### config.mk
export PLATFORM = sky130hd
export DESIGN_NAME = voice_allocator_flat
export DESIGN_NICKNAME = d
export VERILOG_FILES = /design/src/rtl/voice_allocator_if.sv /design/src/rtl/voice_allocator.sv /design/src/flat_wrapper.sv
export SDC_FILE = /design/constraint.sdc
export NUM_CORES = 1
export LEC_CHECK = 0
export ABC_AREA = 1
export CAP_MARGIN = 20
export CORE_ASPECT_RATIO = 0.6
export CORE_MARGIN = 2
export CORE_UTILIZATION = 52
export CTS_CLUSTER_DIAMETER = 150
export DETAILED_ROUTE_END_ITERATION = 10
export PLACE_DENSITY = 0.81
export SYNTH_ARGS = -nofsm -noshare
export SYNTH_HDL_FRONTEND = slang
export SYNTH_SLANG_ARGS = --single-unit
### constraint.sdc
create_clock -name clk -period 2.4 [get_ports clk]
set_input_delay 0.48 -clock clk [delete_from_list [all_inputs] [get_ports clk]]
set_output_delay 0.48 -clock clk [all_outputs]
set_load 0.02 [all_outputs]
### src/rtl/voice_allocator_if.sv
// Command channel between the CPU note-command MMIO path and voice_allocator.
// The CPU side is the master and drives the command; the allocator is the slave and answers with ready.
interface voice_allocator_if #(
   parameter int NOTE_W = 7,
   parameter int FCW_W  = 24
);
   logic              cmd_valid;
   logic              cmd_ready;
   logic              cmd_on;
   logic [NOTE_W-1:0] cmd_note;
   logic [FCW_W-1:0]  cmd_fcw;

   modport master (
      output cmd_valid,
      output cmd_on,
      output cmd_note,
      output cmd_fcw,
      input  cmd_ready
   );

   modport slave (
      input  cmd_valid,
      input  cmd_on,
      input  cmd_note,
      input  cmd_fcw,
      output cmd_ready
   );
endinterface

### src/rtl/voice_allocator.sv
// voice_allocator: polyphonic voice scheduler in the CPU clock domain.
// Takes note-on/note-off commands, assigns notes to carrier voices, keeps the per-voice
// FCW and enable words, and pushes every change to the synth domain over a 4-phase req/ack.
// Optional feature macro: VOICE_STEAL_EN. When defined, a note-on with every voice busy
// steals the oldest voice (per-voice saturating age counters). When undefined, that
// note-on is dropped and neither the age counters nor the steal logic exist.
module voice_allocator #(
   parameter int N_VOICES = 4,
   parameter int NOTE_W   = 7,
   parameter int FCW_W    = 24,
   parameter int AGE_W    = 4
) (
   input  logic                      clk,
   input  logic                      rst_n,
   voice_allocator_if.slave          cmd,
   output logic [FCW_W*N_VOICES-1:0] carrier_fcws,
   output logic [N_VOICES-1:0]       note_en,
   output logic                      cdc_req,
   input  logic                      cdc_ack,
   output logic                      cmd_drop,
   output logic                      steal
);

   localparam int IDX_W = (N_VOICES > 1) ? $clog2(N_VOICES) : 1;

   typedef enum logic [2:0] {
      IDLE,
      ALLOC,
      SYNC,
      REQ,
      RELEASE
   } state_t;

   state_t             state;
   logic               lat_on;
   logic [NOTE_W-1:0]  lat_note;
   logic [FCW_W-1:0]   lat_fcw;
   logic [FCW_W-1:0]   fcw_q  [N_VOICES];
   logic [NOTE_W-1:0]  note_q [N_VOICES];

   logic               hit_found;
   logic [IDX_W-1:0]   hit_idx;
   logic               free_found;
   logic [IDX_W-1:0]   free_idx;
   logic [N_VOICES-1:0] off_mask;

   logic               alloc_do;
   logic [IDX_W-1:0]   alloc_idx;
   logic               off_do;

`ifdef VOICE_STEAL_EN
   logic [AGE_W-1:0]   age_q [N_VOICES];
   logic [IDX_W-1:0]   old_idx;
   logic [AGE_W-1:0]   old_age;
   logic               alloc_steal;
   logic               steal_q;

   // Oldest active voice; strict compare keeps the lowest index on ties
   always_comb begin
      old_idx = '0;
      old_age = age_q[0];
      for (int v = 1; v < N_VOICES; v++) begin
         if (age_q[v] > old_age) begin
            old_age = age_q[v];
            old_idx = IDX_W'(v);
         end
      end
   end

   assign steal = steal_q;
`else
   assign steal = 1'b0;
`endif

   assign cmd.cmd_ready = (state == IDLE);

   // Scan voices for a matching active note, the lowest free voice and the note-off mask
   always_comb begin
      hit_found  = 1'b0;
      hit_idx    = '0;
      free_found = 1'b0;
      free_idx   = '0;
      off_mask   = '0;
      for (int v = N_VOICES - 1; v >= 0; v--) begin
         if (note_en[v] && (note_q[v] == lat_note)) begin
            hit_found   = 1'b1;
            hit_idx     = IDX_W'(v);
            off_mask[v] = 1'b1;
         end
         if (!note_en[v]) begin
            free_found = 1'b1;
            free_idx   = IDX_W'(v);
         end
      end
   end

   // Allocation decision: retrigger beats a free voice, which beats stealing
   always_comb begin
      alloc_do  = 1'b0;
      alloc_idx = '0;
`ifdef VOICE_STEAL_EN
      alloc_steal = 1'b0;
`endif
      if (lat_on) begin
         if (hit_found) begin
            alloc_do  = 1'b1;
            alloc_idx = hit_idx;
         end else if (free_found) begin
            alloc_do  = 1'b1;
            alloc_idx = free_idx;
         end
`ifdef VOICE_STEAL_EN
         else begin
            alloc_do    = 1'b1;
            alloc_idx   = old_idx;
            alloc_steal = 1'b1;
         end
`endif
      end
      off_do = !lat_on && (|off_mask);
   end

   // Pack the per-voice FCW registers onto the flat output bus
   always_comb begin
      carrier_fcws = '0;
      for (int v = 0; v < N_VOICES; v++) begin
         carrier_fcws[FCW_W*v +: FCW_W] = fcw_q[v];
      end
   end

   // Control FSM, command latch, voice table and the req/ack handshake
   always_ff @(posedge clk or negedge rst_n) begin
      if (!rst_n) begin
         state    <= IDLE;
         lat_on   <= 1'b0;
         lat_note <= '0;
         lat_fcw  <= '0;
         note_en  <= '0;
         cdc_req  <= 1'b0;
         cmd_drop <= 1'b0;
         for (int v = 0; v < N_VOICES; v++) begin
            fcw_q[v]  <= '0;
            note_q[v] <= '0;
`ifdef VOICE_STEAL_EN
            age_q[v]  <= '0;
`endif
         end
`ifdef VOICE_STEAL_EN
         steal_q <= 1'b0;
`endif
      end else begin
         cmd_drop <= 1'b0;
`ifdef VOICE_STEAL_EN
         steal_q  <= 1'b0;
`endif
         case (state)
            IDLE: begin
               if (cmd.cmd_valid) begin
                  lat_on   <= cmd.cmd_on;
                  lat_note <= cmd.cmd_note;
                  lat_fcw  <= cmd.cmd_fcw;
                  state    <= ALLOC;
               end
            end
            ALLOC: begin
               if (alloc_do) begin
                  for (int v = 0; v < N_VOICES; v++) begin
                     if (alloc_idx == IDX_W'(v)) begin
                        note_en[v] <= 1'b1;
                        fcw_q[v]   <= lat_fcw;
                        note_q[v]  <= lat_note;
`ifdef VOICE_STEAL_EN
                        age_q[v]   <= '0;
                     end else if (note_en[v] && (age_q[v] != {AGE_W{1'b1}})) begin
                        age_q[v]   <= age_q[v] + AGE_W'(1);
`endif
                     end
                  end
`ifdef VOICE_STEAL_EN
                  steal_q <= alloc_steal;
`endif
                  state <= SYNC;
               end else if (off_do) begin
                  note_en <= note_en & ~off_mask;
                  state   <= SYNC;
               end else begin
                  cmd_drop <= 1'b1;
                  state    <= IDLE;
               end
            end
            SYNC: begin
               if (!cdc_ack) begin
                  cdc_req <= 1'b1;
                  state   <= REQ;
               end
            end
            REQ: begin
               if (cdc_ack) begin
                  cdc_req <= 1'b0;
                  state   <= RELEASE;
               end
            end
            RELEASE: begin
               if (!cdc_ack) begin
                  state <= IDLE;
               end
            end
            default: begin
               cdc_req <= 1'b0;
               state   <= IDLE;
            end
         endcase
      end
   end

endmodule

### src/flat_wrapper.sv
// flat-port wrapper written by rule: the top's interface ports become plain ports
module voice_allocator_flat 
#(
   parameter int N_VOICES = 4,
   parameter int NOTE_W   = 7,
   parameter int FCW_W    = 24,
   parameter int AGE_W    = 4
)
  (clk, rst_n, carrier_fcws, note_en, cdc_req, cdc_ack, cmd_drop, steal, cmd_cmd_valid, cmd_cmd_on, cmd_cmd_note, cmd_cmd_fcw, cmd_cmd_ready);
  voice_allocator_if #(.NOTE_W(NOTE_W), .FCW_W(FCW_W)) cmd_i ();
  input  logic clk;
  input  logic rst_n;
  output logic [FCW_W*N_VOICES-1:0] carrier_fcws;
  output logic [N_VOICES-1:0] note_en;
  output logic cdc_req;
  input  logic cdc_ack;
  output logic cmd_drop;
  output logic steal;
  input wire logic [$bits(cmd_i.cmd_valid)-1:0] cmd_cmd_valid;
  input wire logic [$bits(cmd_i.cmd_on)-1:0] cmd_cmd_on;
  input wire logic [$bits(cmd_i.cmd_note)-1:0] cmd_cmd_note;
  input wire logic [$bits(cmd_i.cmd_fcw)-1:0] cmd_cmd_fcw;
  output wire logic [$bits(cmd_i.cmd_ready)-1:0] cmd_cmd_ready;
  assign cmd_i.cmd_valid = cmd_cmd_valid;
  assign cmd_i.cmd_on = cmd_cmd_on;
  assign cmd_i.cmd_note = cmd_cmd_note;
  assign cmd_i.cmd_fcw = cmd_cmd_fcw;
  assign cmd_cmd_ready = cmd_i.cmd_ready;
  voice_allocator #(.N_VOICES(N_VOICES), .NOTE_W(NOTE_W), .FCW_W(FCW_W), .AGE_W(AGE_W)) u_core (.clk(clk), .rst_n(rst_n), .cmd(cmd_i), .carrier_fcws(carrier_fcws), .note_en(note_en), .cdc_req(cdc_req), .cdc_ack(cdc_ack), .cmd_drop(cmd_drop), .steal(steal));
endmodule
### Word-level counts from Yosys, hierarchy flattened

Cells that the tools add are included.

* equality and inequality tests: 19
* muxes and demuxes: 44
* bitwise operators: 3
* reduce and logical (&&, ||, !) cells: 22

Operators with widths (number)
* == test 7 bit: 4
* AND reduction 3 bit: 9
* two-way mux 2 bit: 12
* two-way mux 1 bit: 23
* != test 2 bit (second input constant): 8
* two-way mux 3 bit: 5
* one-hot mux 3 bit (5 select lines): 1
* two-way mux 4 bit: 2
* == test 3 x 2 -> 1 bit (second input constant): 2
* logical AND 1 bit: 5
* AND 4 bit: 1
* == test 2 bit (second input constant): 2
* NOT 4 bit: 1
* AND reduction 4 bit: 1
* OR reduction 4 bit: 1
* == test 3 x 1 -> 1 bit (second input constant): 1
* == test 3 bit (second input constant): 1
* logical NOT 3 bit: 1
* one-hot mux 1 bit (3 select lines): 1
* OR reduction 3 bit: 1
* == test 2 x 1 -> 1 bit (second input constant): 1
* logical NOT 2 bit: 1
* AND reduction 2 bit: 1
* nonzero test 2 bit: 1
* 2 further kinds: 2

* register bits: 165
* bits of input ports: 36
* output and inout port bits: 104
* logic and storage cells: 106

### Logic depth before layout (Yosys ltp)

Gate-level depths: netlist (run 1).

* depth in word-level cells: 11
* depth in mapped cells: 16
* gate-level depth less buffers: 15

### Least setup slack after synthesis (run 1)

OpenSTA, ideal clock, no wires.

* path kind: reg2reg
* start: reg u_core.state[2]
* end: reg u_core.lat_fcw[14]
* setup time: 0.133 ns
* arrival: 1.749 ns
* data required time: 2.267 ns
* path slack: 0.518 ns
* cell stages (with the launch flop): 7
* path buffers: 2
* clock period less this slack: 1.882 ns
* cell sequence: dfrtp_1 -> clkbuf_1 -> nor3_1 -> nand2_1 -> clkbuf_1 -> nor2_1 -> a21oi_1

* cells in the longest elaborated chain, start to end: 2

RTL lines
* start, declared: RTL line voice_allocator.sv:34 `state_t state;`
* start signal, assigned: RTL line voice_allocator.sv:134 `state <= IDLE;`
* start signal, assigned: RTL line voice_allocator.sv:162 `state <= ALLOC;`
* start signal, assigned: RTL line voice_allocator.sv:182 `state <= SYNC;`
* logical NOT 3 bit
* named net cmd_cmd_ready: RTL line flat_wrapper.sv:23 `output wire logic [$bits(cmd_i.cmd_ready)-1:0] cmd_cmd_ready;`
* AND reduction 2 bit (no source line)
* end signal, assigned: RTL line voice_allocator.sv:161 `lat_fcw <= cmd.cmd_fcw;`
* end, declared: RTL line voice_allocator.sv:37 `logic [FCW_W-1:0] lat_fcw;`

The timed path passes the listed nets, and every way through them passes these cells.
A chain may end at the register's enable or synchronous reset.

### Final worst setup path (run 1)

* start: reg u_core.state[1]
* end: out cmd_cmd_ready

* cells in the longest elaborated chain, start to end: 1

RTL lines
* logical NOT 3 bit: RTL line voice_allocator.sv:75 `assign cmd.cmd_ready = (state == IDLE);`
* end, declared: RTL line flat_wrapper.sv:23

Every way passes these cells.

==> out/qor.yml, run 1 <==
run_status:
  status: "finished clean"
clock_network:
  cts_buffers: 17
  clock_latency_ps: 420
  cts-root-buf: "clkbuf_16"
  clk_pin_slew_ps: 60
  cts_htree_levels: 4
  cts_buffer_depth: 2
  clock_sinks: 165
  cts_tree: "done"
power_and_ir_drop:
  powerDensity_nw_per_um2: 1300
  total_power_uw: 11900
  p_int_uw: 7210
  power_leakage_uw: 0.00420
  comb_power_share_pct: 39.3
  seq_power_share_pct: 39.4
  p_sw_uw: 4730
  power.share.clock_pct: 21.2
  ir_drop_mv: 0.670
  switching_share_pct: 39.6
global_routing:
  grt-busiest-layer: "met2"
  grt_max_degree: 83
  antenna_found_initial: 0
  gr-usage-met1_pct: 35.2
  grt_pass1_wl_mm: 28.3
  track_usage_pct: 25.3
  grt_pass1_vias: 5502
  use_met2_pct: 40.4
  met3_usage_pct: 7.01
  overflow: 0
critical_path:
  timing.rr.end: "u_core.carrier_fcws[71]"
  critical_path.startpoint: "u_core.state[1]"
  cp_max_fo: 5
  cp_num_cells: 2
  crit_chain: "nor3_2 -> clkdlybuf4s50_1"
  reg2reg_from: "u_core.lat_note[4]"
  crit_type: "flip-flop to primary output"
  path_delay_family: "buffers and inverters"
  cp-end-kind: "primary output"
  endpoint: "cmd_cmd_ready"
  required_ps: 1920
  ff2ff_path_depth: 11
  worst-r2r-setup-slack_ps: 190
  worstPathArrival_ps: 1780
  slowest_stage: "clkdlybuf4s50_1"
  crit_buf_inv: 1
  slowest_delay_ps: 650
  start_kind: "flip-flop"
placement:
  placed_cells: 1007
  placement.io_buffers: 138
  post-dp-hpwl_mm: 11.9
  gp_congestion: 0.869
floorplan:
  fp-row-count: 32
  start_util_pct: 54.2
  io_pins: 140
  die_y_um: 94.3
  coreArea_um2: 13100
  die_w_um: 155
  die_area_um2: 14600
layout:
  area_growth_syn_to_layout_pct: 29.5
  final_cells: 1042
  layout_commonest_cell: "nand2_1"
  fin_nets: 895
  drive_above_1_share_pct: 14.1
  final_cell_mix: "nand2_1, dfrtp_1, clkdlybuf4s50_1, o21ai_1, o21ai_0"
  diodes: 0
synth:
  netlist_area_um2: 7070
  synth_fp_nets: 764
  yosysWarnings: 0
  ys_ff_latch: 165
  seq_area_frac_synth_pct: 58.4
  synth_cell_types: 39
  synth_cells: 728
  synth.avg_cell_area_um2: 9.71
route:
  ant_nets: 0
  drc: 0
  vias: 5452
  post_drt_via_cell_ratio: 5.23
  wl_per_cell_um: 16.8
  wirelength_mm: 17.5
  drtIter0Drc: 381
  firstDrtPassIters: 5
sta:
  slew_violations: 0
  finalCritPeriodShare_pct: 94.0
  worst_pin_slew_ps: 582
  timing.final.hold_violations: 0
  max_freq_mhz: 443
  relSlewSlack_pct: 61.1
  period_needed_ps: 2260
  fin_skew_ps: 9.74
  finalSetupViolCount: 0
  fin_setup_tns_ps: 0
run:
  drv_cap: 0
worst_hold_path:
  holdCritStartpoint: "u_core.lat_fcw[16]"
  hold_class: "flip-flop to flip-flop"
[area by class of cell]
| class | count | area [um2] |
|---|---|---|
| Sequential cell | 165 | 4130 |
| Fill cell | 933 | 3900 |
| Multi-Input combinational cell | 475 | 2480 |
| Timing Repair Buffer | 154 | 1610 |
| Clock buffer | 19 | 453 |
| Tap cell | 170 | 213 |
| Inverter | 46 | 175 |
| Clock inverter | 13 | 96.3 |
[flip-flops by register name, indices dropped and copies added (netlist names)]
signal               cells
u_core.cdc_req           1
u_core.cmd_drop          1
u_core.note_q           28
u_core.state             3
u_core.lat_fcw          24
u_core.note_en           4
u_core.lat_on            1
u_core.lat_note          7
u_core.carrier_fcws     96
[stage by stage]
| stage | setup WS (ps) | hold WS (ps) | instance area, um2 | util, % |
|---|---|---|---|---|
| 6_report | 143 | 479 | 9150 | 70.1 |
| 2_1_floorplan | 518 | 184 | 7070 | - |
| 4_1_cts | 35.8 | 484 | 9130 | 69.9 |
| 3_5_place_dp | 146 | 388 | 8570 | 65.6 |
| 5_1_grt | -1.06 | 508 | 9150 | 70.1 |
| 3_3_place_gp | 216 | 382 | 8570 | 65.6 |
[worst min path at each step]
stage                              endpoint  slack [ps]  cells past startpoint
finish              u_core.carrier_fcws[16]         480                      2
global route        u_core.carrier_fcws[91]         510                      2
CTS                 u_core.carrier_fcws[16]         480                      2
detailed placement          u_core.cmd_drop         390                      1
global placement            u_core.cmd_drop         380                      1
floorplan            u_core.carrier_fcws[0]         180                      0
[power by group through the flow]
stage / Combinational (uW) / Clock, uW / Sequential [uW]
5_1_grt: 5140 / 2670 / 4830
2_1_floorplan: 2290 / 0 / 5140
3_5_place_dp: 4680 / 0 / 4710
6_report: 4700 / 2530 / 4710
3_3_place_gp: 4540 / 0 / 4650
4_1_cts: 4720 / 2560 / 4680
[cell families (layout without fill, tap and decap cells)]
kind of cell | Yosys count | in the layout | share of synthesized area (%)
simple gates | 281 | 281 | 18.9
compound gates | 168 | 168 | 12.6
flops | 165 | 165 | 58.4
buf+inv | 88 | 232 | 6.69
xor+xnor | 24 | 24 | 3.19
other cells | 1 | 1 | 0.0531
mux | 1 | 1 | 0.159
[timing repair]
item,CTS,global route
resized for setup,0,6
endpoints found under the setup margin,0,36
endpoints found under the hold margin,32,0
hold buffers,1,0
setup buffers,0,2
[cell usage after synthesis (all sizes together)]
cell / n / area share (%)
nor4: 2 / 0.18
nand4: 3 / 0.69
nand3: 9 / 1.4
nor3: 4 / 0.44
xor2: 4 / 0.50
xnor2: 20 / 2.7
clkbuf: 10 / 0.55
a31oi: 1 / 0.089
nand2: 212 / 13
nor2: 50 / 3.3
dfrtp: 165 / 58
nand3b: 1 / 0.11
buf: 32 / 3.7
conb: 1 / 0.053
o21ai: 130 / 9.7
o31ai: 1 / 0.11
a21oi: 35 / 2.6
o22ai: 1 / 0.089
mux2: 1 / 0.16
inv: 46 / 2.5
[per-layer routing]
metal	vias up	wire (um)
li1	2595	-
met2	189	8020
met1	2660	8080
met4	0	95
met5	-	0
met3	8	1340
[tightest hold or removal path: stages (launching register included)]
cell and delay [ps]:
dfrtp_1 350, nand2_2 50, nand2_1 50
No activity file was read; power rests on OpenSTA's default activity.
==> run 2: changes to the inputs <==
--- a/config.mk
+++ b/config.mk
@@ -9,10 +9,11 @@
 export CAP_MARGIN = 20
 export CORE_ASPECT_RATIO = 0.6
 export CORE_MARGIN = 2
-export CORE_UTILIZATION = 52
+export CORE_UTILIZATION = 65
 export CTS_CLUSTER_DIAMETER = 150
 export DETAILED_ROUTE_END_ITERATION = 10
-export PLACE_DENSITY = 0.81
+export DONT_BUFFER_PORTS = 1
+export PLACE_DENSITY = 0.82
 export SYNTH_ARGS = -nofsm -noshare
 export SYNTH_HDL_FRONTEND = slang
 export SYNTH_SLANG_ARGS = --single-unit
==> constraint.sdc (replaced) <==
create_clock -name clk -period 2.6 [get_ports clk]
set_input_delay 0.52 -clock clk [delete_from_list [all_inputs] [get_ports clk]]
set_output_delay 0.52 -clock clk [all_outputs]
set_load 0.02 [all_outputs]
==> run 2 against run 1 <==
The flow now finishes with violations (hold timing); first-iteration DRC count up 15%; core utilization up 2.5 points; count of clock-buffer cells in the layout down 2; die area fell by 19%; largest power group unchanged; critical path type is now flip-flop to flip-flop.
==> out/qor.yml, run 2 (synthesis results as in run 1) <==
run_status:
  status: "finished with violations"
  violations: "hold timing"
critical_path:
  ff2ff_path_depth: 11  # unchanged
  crit_chain: "xnor2_1 -> nand2_1 -> nor2_1 -> nand3_1 -> nand2_2 -> nor2_1 -> nor2_4 -> nand3_4 -> buf_4 -> nand2_1 -> o21ai_0"
  cp_num_cells: 11  # +9
  slowest_delay_ps: 500  # -150 ps
  reg2reg_from: "u_core.lat_note[1]"
  crit_buf_inv: 1  # unchanged
  cp_max_fo: 24  # +19
  required_ps: 2900  # +980 ps
  cp-end-kind: "flip-flop"
  endpoint: "u_core.carrier_fcws[66]"
  slowest_stage: "dfrtp_1"
  critical_path.startpoint: "u_core.lat_note[1]"
  worst-r2r-setup-slack_ps: 230  # +40 ps
  start_kind: "flip-flop"
  path_delay_family: "simple AND/OR/NAND/NOR gates"
  timing.rr.end: "u_core.carrier_fcws[66]"
  crit_type: "flip-flop to flip-flop"
  worstPathArrival_ps: 2670  # +890 ps
sta:
  finalCritPeriodShare_pct: 91.1
  hold_slack_ps: -216  # -695 ps
  relSlewSlack_pct: 61.8  # +0.78 points
  fin_skew_ps: 15.4  # +5.68 ps
  finalWorstSetupSlack_ps: 232  # +88.5 ps
  fin_setup_tns_ps: 0  # unchanged
  timing.final.hold_violations: 165  # +165
  grt_setup_unrepaired: "no"
  period_needed_ps: 2370
  slew_violations: 0  # unchanged
  finalSetupViolCount: 0  # unchanged
  worst_pin_slew_ps: 570  # -11.7 ps
  max_freq_mhz: 422
placement:
  placement.io_buffers: 0  # -100%
  gp_congestion: 0.930  # +7.0%
  place_area_um2: 7090  # -17%
  post-place-ws_ps: 237  # +90.2 ps
  post-dp-hpwl_mm: 10.6  # -11%
power_and_ir_drop:
  comb_power_share_pct: 24.1  # -15 points
  power.share.clock_pct: 24.8  # +3.6 points
  ir_drop_mv: 0.859  # +28%
  switching_share_pct: 42.7  # +3.1 points
  seq_power_share_pct: 51.1  # +12 points
  p_sw_uw: 4240  # -10%
  power_leakage_uw: 0.00368  # -12%
  total_power_uw: 9920  # -17%
  p_int_uw: 5680  # -21%
  powerDensity_nw_per_um2: 1290  # -1.1%
route:
  drtIter0Drc: 439  # +15%
  drc: 0  # unchanged
  wirelength_mm: 15.4  # -12%
  vias: 4979  # -8.7%
  firstDrtPassIters: 4  # -1
  ant_nets: 0  # unchanged
  post_drt_via_cell_ratio: 5.72  # +9.4%
  wl_per_cell_um: 17.7  # +5.2%
floorplan:
  fp-row-count: 29  # -9.4%
  coreArea_um2: 10600  # -19%
  io_pins: 140  # unchanged
  die_w_um: 139  # -10%
  start_util_pct: 66.7  # +13 points
  die_y_um: 84.8  # -10%
  die_area_um2: 11800  # -19%
clock_network:
  clock_sinks: 165  # unchanged
  cts_buffer_depth: 2  # unchanged
  cts_tree: "done"
  cts_htree_levels: 4  # unchanged
  clk_pin_slew_ps: 70  # about the same
  cts-root-buf: "clkbuf_16"
  clock_latency_ps: 430  # about the same
  cts_buffers: 17  # unchanged
layout:
  fin_nets: 754  # -16%
  layout_commonest_cell: "nand2_1"
  largest_reg_flops: 96  # unchanged
  diodes: 0  # unchanged
  final_cell_mix: "nand2_1, dfrtp_1, o21ai_1, o21ai_0, nor2_1"
  final_area_um2: 7690  # -16%
  final_util_pct: 72.6  # +2.5 points
  drive_above_1_share_pct: 15.6  # +1.5 points
  area_growth_syn_to_layout_pct: 8.82
global_routing:
  met3_usage_pct: 8.78  # +1.8 points
  grt-busiest-layer: "met2"
  grt_max_degree: 166  # +100%
  track_usage_pct: 27.4  # +2.1 points
  grt_pass1_wl_mm: 25.2  # -11%
  gr-usage-met1_pct: 38.6  # +3.4 points
  overflow: 0  # unchanged
  antenna_found_initial: 0  # unchanged
  grt_pass1_vias: 4949  # -10%
  use_met2_pct: 40.6  # +0.19 points
run:
  drv_cap: 0  # unchanged
worst_hold_path:
  hold_class: "primary input to asynchronous set/reset pin"
run 2: repair_timing:
action                                  4_1_cts  5_1_grt
setup buffers                                 0        1
endpoints found under the setup margin        0        6
endpoints found under the hold margin       165      165
resized for setup                             0        1
run 2: how the worst min path moves through the flow:
stage | slack (ps) | to | depth (start not counted) | startpoint
2_1_floorplan | 220 | u_core.carrier_fcws[0] | 0 | rst_n
3_3_place_gp | 230 | u_core.lat_note[5] | 0 | rst_n
3_5_place_dp | 230 | u_core.lat_note[5] | 0 | rst_n
4_1_cts | -230 | u_core.carrier_fcws[54] | 0 | rst_n
5_1_grt | -230 | u_core.lat_note[5] | 0 | rst_n
6_report | -220 | u_core.lat_note[5] | 0 | rst_n
run 2: final cells by class:
| type | instances | area, um2 |
|---|---|---|
| timing repair buffer | 13 | 151 |
| clock inverter | 15 | 168 |
| tap | 139 | 174 |
| multi-input combinational | 475 | 2470 |
| sequential | 165 | 4130 |
| inverter | 46 | 175 |
| fill | 774 | 2900 |
| clock buffer | 17 | 425 |
run 2: routing by layer:
metal  wire length, um  up-vias
met5                 0        -
met2              6750      182
met1              7060     2445
met3              1290       29
met4               301        0
li1                  -     2323
run 2: stage by stage:
step | std cells | hold WS, ps
after global placement | 837 | 229
after CTS | 869 | -227
after global routing | 870 | -230
final | 870 | -216
after floorplan | 728 | 224
after detailed placement | 837 | 229
run 2: power by group through the flow:
stage | logic [uW] | registers, uW | clock network, uW
after floorplan | 2120 | 4740 | 0
after global placement | 2230 | 5080 | 0
after detailed placement | 2370 | 5100 | 0
after CTS | 2390 | 5070 | 2490
after global routing | 2710 | 5180 | 2590
final | 2390 | 5070 | 2460
